--- src/rtl/boid_render_scheduler.sv ---
// rtl/boid_render_scheduler.sv - frame render scheduler that scans boid positions into display RAM writes
//
// Purpose: on a refresh request, clears/swaps the display RAM, walks boid_sel over
// the active boids and emits one display write (data constant 1) per boid at
// address x + 640*y, one cycle after the boid is selected.
//
// Ports:
//   clock, reset      single clock, synchronous active-high reset
//   refresh_req       frame render request, sampled every cycle
//   num_boids         active boid count, latched (clamped to MAX_BOIDS) at render start
//   boid_x, boid_y    position of the boid addressed by boid_sel (combinational)
//   boid_sel          index of the boid being read, 0 outside the scan
//   ram_switch        one-cycle pulse at render start that clears/swaps the display RAM
//   disp_we/addr      display RAM write strobe and address
//   busy, done        render in progress / one-cycle end-of-render pulse
//   overrun_cnt       saturating count of requests that arrived while busy
//
// Configuration: define BOID_CLIP_EN to suppress writes for boids outside 640x480.

module boid_render_scheduler #(
  parameter int MAX_BOIDS  = 128,
  parameter int ADDR_WIDTH = 20
) (
  input  logic                         clock,
  input  logic                         reset,
  input  logic                         refresh_req,
  input  logic [$clog2(MAX_BOIDS):0]   num_boids,
  input  logic [9:0]                   boid_x,
  input  logic [8:0]                   boid_y,
  output logic [$clog2(MAX_BOIDS)-1:0] boid_sel,
  output logic                         ram_switch,
  output logic                         disp_we,
  output logic [ADDR_WIDTH-1:0]        disp_addr,
  output logic                         busy,
  output logic                         done,
  output logic [7:0]                   overrun_cnt
);

  localparam int SW = $clog2(MAX_BOIDS);
  localparam int NW = SW + 1;
  // 20 bits hold the largest possible x + 640*y; widen further only if the bus is wider.
  localparam int FW = (ADDR_WIDTH > 20) ? ADDR_WIDTH : 20;

  typedef enum logic [2:0] {
    ST_IDLE,
    ST_CLEAR,
    ST_SCAN,
    ST_DRAIN,
    ST_DONE
  } state_t;

  state_t              state_q;
  logic [NW-1:0]       n_q;
  logic [SW-1:0]       sel_q;
  logic                pending_q;
  logic                ram_switch_q;
  logic                disp_we_q;
  logic [ADDR_WIDTH-1:0] disp_addr_q;
  logic                busy_q;
  logic                done_q;
  logic [7:0]          overrun_q;

  logic [FW-1:0]       addr_full;
  logic                in_range;
  logic [NW-1:0]       n_clamped;
  logic                scan_last;
  logic [7:0]          overrun_d;

  // 640*y as shift-add, kept at full precision before truncation to the bus width.
  assign addr_full = (FW'(boid_y) << 9) + (FW'(boid_y) << 7) + FW'(boid_x);

`ifdef BOID_CLIP_EN
  assign in_range = (boid_x < 10'd640) && (boid_y < 9'd480);
`else
  assign in_range = 1'b1;
`endif

  assign n_clamped = (num_boids > NW'(MAX_BOIDS)) ? NW'(MAX_BOIDS) : num_boids;
  assign scan_last = ((NW'(sel_q) + NW'(1)) == n_q);
  assign overrun_d = (overrun_q == 8'hFF) ? overrun_q : overrun_q + 8'd1;

  always_ff @(posedge clock) begin
    if (reset) begin
      state_q      <= ST_IDLE;
      n_q          <= '0;
      sel_q        <= '0;
      pending_q    <= 1'b0;
      ram_switch_q <= 1'b0;
      disp_we_q    <= 1'b0;
      disp_addr_q  <= '0;
      busy_q       <= 1'b0;
      done_q       <= 1'b0;
      overrun_q    <= '0;
    end else begin
      ram_switch_q <= 1'b0;
      done_q       <= 1'b0;
      disp_we_q    <= 1'b0;

      // Write pipeline: the boid selected in a SCAN cycle is written in the next cycle,
      // so the last boid's write lands in DRAIN.
      if (state_q == ST_SCAN) begin
        disp_we_q   <= in_range;
        disp_addr_q <= addr_full[ADDR_WIDTH-1:0];
      end

      // Requests while busy (DONE included) collapse into one pending render.
      if (state_q != ST_IDLE && refresh_req) begin
        pending_q <= 1'b1;
        overrun_q <= overrun_d;
      end

      case (state_q)
        ST_IDLE: begin
          if (refresh_req || pending_q) begin
            n_q          <= n_clamped;
            pending_q    <= 1'b0;
            state_q      <= ST_CLEAR;
            ram_switch_q <= 1'b1;
            busy_q       <= 1'b1;
          end
        end
        ST_CLEAR: begin
          if (n_q != '0) begin
            state_q <= ST_SCAN;
          end else begin
            state_q <= ST_DONE;
            done_q  <= 1'b1;
          end
        end
        ST_SCAN: begin
          if (scan_last) begin
            state_q <= ST_DRAIN;
            sel_q   <= '0;
          end else begin
            sel_q <= sel_q + SW'(1);
          end
        end
        ST_DRAIN: begin
          state_q <= ST_DONE;
          done_q  <= 1'b1;
        end
        ST_DONE: begin
          state_q <= ST_IDLE;
          busy_q  <= 1'b0;
        end
        default: begin
          state_q <= ST_IDLE;
          sel_q   <= '0;
          busy_q  <= 1'b0;
        end
      endcase
    end
  end

  assign boid_sel    = sel_q;
  assign ram_switch  = ram_switch_q;
  assign disp_we     = disp_we_q;
  assign disp_addr   = disp_addr_q;
  assign busy        = busy_q;
  assign done        = done_q;
  assign overrun_cnt = overrun_q;

endmodule

--- config.mk ---
export PLATFORM = sky130hd
export DESIGN_NAME = boid_render_scheduler
export DESIGN_NICKNAME = d
export VERILOG_FILES = /design/src/rtl/boid_render_scheduler.sv
export SDC_FILE = /design/constraint.sdc
export NUM_CORES = 1
export LEC_CHECK = 0
export ABC_AREA = 1
export BUFFER_PORTS_ARGS = -buffer_cell sky130_fd_sc_hd__buf_2
export CAP_MARGIN = 10
export CORE_UTILIZATION = 35
export CTS_CLUSTER_SIZE = 28
export DETAILED_ROUTE_END_ITERATION = 16
export HOLD_SLACK_MARGIN = 0.06
export PLACE_DENSITY = 0.61
export SLEW_MARGIN = 20
export SYNTH_ARGS = -nofsm -noshare
export SYNTH_HDL_FRONTEND = slang
export SYNTH_SLANG_ARGS = --single-unit
--- constraint.sdc ---
create_clock -name clock -period 3.1 [get_ports clock]
set_clock_uncertainty 0.2 [all_clocks]
set_input_delay 0.465 -clock clock [delete_from_list [all_inputs] [get_ports clock]]
set_output_delay 0.465 -clock clock [all_outputs]
set_load 0.05 [all_outputs]
Word level (Yosys, flattened, before mapping) --
Index checks and enable logic that the tools add are counted.
Word-level totals: input bits 30, memories kept 0, bits in latches 0, ROM bits 0, bits in registers 51, word-level logic and storage cells 55, bits in writable memories 0, output and inout bits 39
Cells by class: muxes and demuxes 16, add/subtract/negate cells 5, eq/ne operators 8, shifts and indexed selects 0, multipliers 0, div/mod/pow operators 0, bitwise logic cells 3, $lt $le $gt $ge 1, reductions and logical operators 12
Operators with widths (number):
- $add A19 B10 Y20 | 1
- $add A18 B16 Y19 | 1
- $pmux W7 S2 | 1
- $pmux W3 S4 | 1
- $mux W3 | 3
- $add A7 B1 Y8 const B | 1
- $add A8 B1 Y8 const B | 1
- $eq A8 B8 Y1 | 1
- $eq A8 B8 Y1 const B | 1
- $gt A8 B8 Y1 const B | 1
- $mux W8 | 1
- $reduce_and A2 Y1 | 4
- $reduce_bool A8 Y1 | 1
- $add A7 B1 Y7 const B | 1
- $mux W1 | 7
- $mux W7 | 1
- $eq A3 B2 Y1 const B | 2
- $ne A2 B2 Y1 const B | 2
- $pmux W1 S2 | 2
- $reduce_or A4 Y1 | 1
- $eq A3 B1 Y1 const B | 1
- $eq A3 B3 Y1 const B | 1
- $logic_not A3 Y1 | 1
- $not A1 Y1 | 3
- other kinds (5) | 5

Logic depth before layout (Yosys ltp) --
word-level depth 5, depth in mapped cells 15, gate-level depth less buffers 15

Least setup slack after synthesis --
No wires, ideal clock.
path kind in2reg, start point input boid_x[9], end point register disp_addr_q[14], in the netlist disp_addr[14], arrival time 2.217 ns, setup time 0.115 ns, buffers on the path 0, required time 2.785 ns, stages on the path 12, slack 0.568 ns, cell sequence inv_1 > fa_1 > inv_1 > fa_1 > nand3_1 > nand3_1 > nand2_1 > nand2_1 > a21oi_1 > xnor2_1 > o21ai_0 > inv_1
On the way: longest elaborated chain between the ends 1
RTL lines:
- start, declared | line 28 | input logic [9:0] boid_x,
- $add A19 B10 Y20 | line 70 | assign addr_full = (FW'(boid_y) << 9) + (FW'(boid_y) << 7) + FW'(boid_x);
- end signal, assigned | line 103 | disp_addr_q <= addr_full[ADDR_WIDTH-1:0];
- end, declared | line 58 | logic [ADDR_WIDTH-1:0] disp_addr_q;
Every way passes these cells. A chain may end at the register's enable or synchronous reset.

Worst setup path after layout --
Ends and elaborated chain as after synthesis.

==> results.toml <==
[clock_tree]
clkLatencyLatePin_ps = 300
clockBufferDepth = 2
cts_tree = "done"
post_cts_buffers = 0
htreeDepth = 2
numCtsBuffers = 5
cts_root_buf = "clkbuf_8"
cts_sinks = 50
cts_resized = 0
clk_pin_slew_worst_paths_ps = 100
cts_hold_buf = 0

[grt]
grt_pass1_vias = 2411
grt_overflow = 0
grt_pass1_wl_mm = 10.4
antenna_found_initial = 0
grt_usage = 0.154
grt_start_max_net_pins = 32

[synth]
synth_area_per_cell_um2 = 7.01
async_reset_ff_frac = 0
post-synth-top-count-cell = "nand2_1"
synth_edf_count = 0
synthFlopType = "dfxtp_1"
ys_types = 37
syn_area_um2 = 2720
synth_area_leaders = "dfxtp_1 37%, nand2_1 9.9%, ha_1 8.7%, nor2_1 8.4%, inv_1 7.2%"
ys_seq_area_frac = 0.368
ys_ff_latch = 50
yosysTopAreaCell = "dfxtp_1"
synth_nets = 439
synth_top_area_frac = 0.368
synthTopCellsByCount = "72 x nand2_1, 61 x nor2_1, 52 x inv_1"
yosys_warnings = 0
syn_inst = 388

[setup_path]
worst-setup-path-type = "input port to flop"
rr_startpoint = "boid_sel[0]"
start_kind = "input port"
cp.arrival_ps = 2420
crit_required_ps = 3110
r2r_cells = 11
rr_endpoint = "state_q[0]"
worst_setup_path_startpoint = "boid_x[9]"
r2r_slack_ps = 1170
worstPathMaxFanout = 3
cp-end-kind = "flop"

[timing]
setup_viol = 0
fin_ws_ps = 682
fmaxAchievable_mhz = 414
fin_crit_ps = 2420
worst_slew_pin_slew_ps = 608
drv_slew = 0
slew_headroom = 0.594
post-route-period-util = 0.780
rsz0062_at_grt = "false"
final.setup.tns_ps = 0
hold_violations = 0

[placed_design]
dpl_worst_slack_ps = 375
dp_hpwl_mm = 4.63
io_buffers = 67
place.gp.congestion = 0.854

[die]
die_x_um = 90.1
rows = 31
io_pins = 69
core_um2 = 7370
dieArea_um2 = 8120
initial_utilization = 0.369
die_y_um = 90.1

[cells_and_area]
syn2layout_area_growth_pct = 19.9
fillers = 773
drive_above_1_share = 0.194
nets = 504
antennaDiodeCount = 0

[detailed_routing]
drc_errors = 0
wl_per_cell_um = 11.2
wl_mm = 6.18
via_per_inst = 4.72
first_pass_iters = 4
drt.antenna.violating_nets = 0
vias = 2610
drt_iter0_drc = 110

[run_status]
status = "finished, final reports clean"

[hold_path]
hp-class = "input port to flop"
hold_start = "boid_x[0]"
whs_path_depth = 3
whs_endpoint = "disp_addr[0]"

[flow_run]
cap_violations = 0

[power]
powerDensity_nw_per_um2 = 795
p_leak_nw = 1.67
peakVddDrop_mv = 0.433
[power breakdown]
| group | internal, W | switching [W] | leakage (nW) |
|---|---|---|---|
| clock | 0.000242 | 0.000223 | 0.0585 |
| combinational | 0.000322 | 0.000898 | 1.21 |
| sequential | 0.000807 | 0.0000983 | 0.407 |
| total | 0.00137 | 0.00122 | 1.67 |
[how the worst max path moves through the flow]
stage                    end  slack [ps]
3_5_place_dp   disp_addr[14]         380
2_1_floorplan  disp_addr[14]         570
6_report       disp_addr[14]         680
4_1_cts        disp_addr[14]         700
5_1_grt        disp_addr[16]         520
3_3_place_gp   disp_addr[14]         390
[state kept, by name (all words and copies together), names as in the netlist]
name	cells
disp_we	1
ram_switch	1
done	1
overrun_cnt	8
boid_sel	7
disp_addr	19
pending_q	1
busy	1
state_q	3
n_q	8
[metal layers]
metal,track usage,wire length (um),up-vias
met2,0.260,2760,66
met3,0.0381,358,4
met1,0.202,3020,1160
li1,-,-,1380
met4,0.0242,34,0
met5,0,0,-
[critical path, stage by stage]
cell and delay (ps):
buf_2 70, inv_1 40, fa_1 520, inv_1 70
fa_1 460, nand3_1 100, nand3_1 130, nand2_1 90
nand2_1 50, a21oi_1 150, xnor2_1 80, o21ai_0 140
inv_1 50
[logic make-up (layout without fill, tap and decap cells)]
family | after synthesis | count (layout) | share of synthesized area
and+or+nand+nor | 180 | 180 | 0.284
xor gates and xnor gates | 6 | 6 | 0.0193
adders and majority gates | 21 | 21 | 0.102
AOI/OAI and AO/OA | 67 | 67 | 0.137
DFF | 50 | 50 | 0.368
other | 1 | 1 | 0.00138
buffers and inverters | 63 | 129 | 0.0884
[cell type report]
| cell class | count | area (um^2) | area share |
|---|---|---|---|
| Clock buffer | 5 | 68.8 | 0.0211 |
| Clock inverter | 3 | 43.8 | 0.0134 |
| Inverter | 53 | 199 | 0.0610 |
| Multi-Input combinational cell | 275 | 1480 | 0.454 |
| Sequential cell | 50 | 1000 | 0.307 |
| Tap cell | 99 | 124 | 0.0380 |
| Timing Repair Buffer | 68 | 343 | 0.105 |
[stage by stage]
step / power [W] / utilization / cell area [um^2] / instances / hold slack, ps
floorplan: 0.00185 / - / 2720 / 388 / 257
global placement: 0.00213 / 0.427 / 3150 / 545 / 261
detailed placement: 0.00214 / 0.427 / 3150 / 545 / 266
CTS: 0.00262 / 0.442 / 3260 / 553 / 175
global route: 0.00278 / 0.442 / 3260 / 553 / 178
finish: 0.00259 / 0.442 / 3260 / 553 / 182
[layout by cell type, fill, tap and decap left out, types with 3 or more instances in the layout]
| cell | count |
|---|---|
| a21oi_1 | 25 |
| buf_2 | 67 |
| clkbuf_8 | 5 |
| dfxtp_1 | 50 |
| ha_1 | 19 |
| inv_1 | 52 |
| nand2_1 | 72 |
| nand3_1 | 26 |
| nand4_1 | 7 |
| nor2_1 | 60 |
| nor2_2 | 3 |
| nor3_1 | 3 |
| o21ai_0 | 27 |
| xnor2_1 | 3 |
| xor2_1 | 3 |
Note: power is estimated with default switching activity, not from simulation.
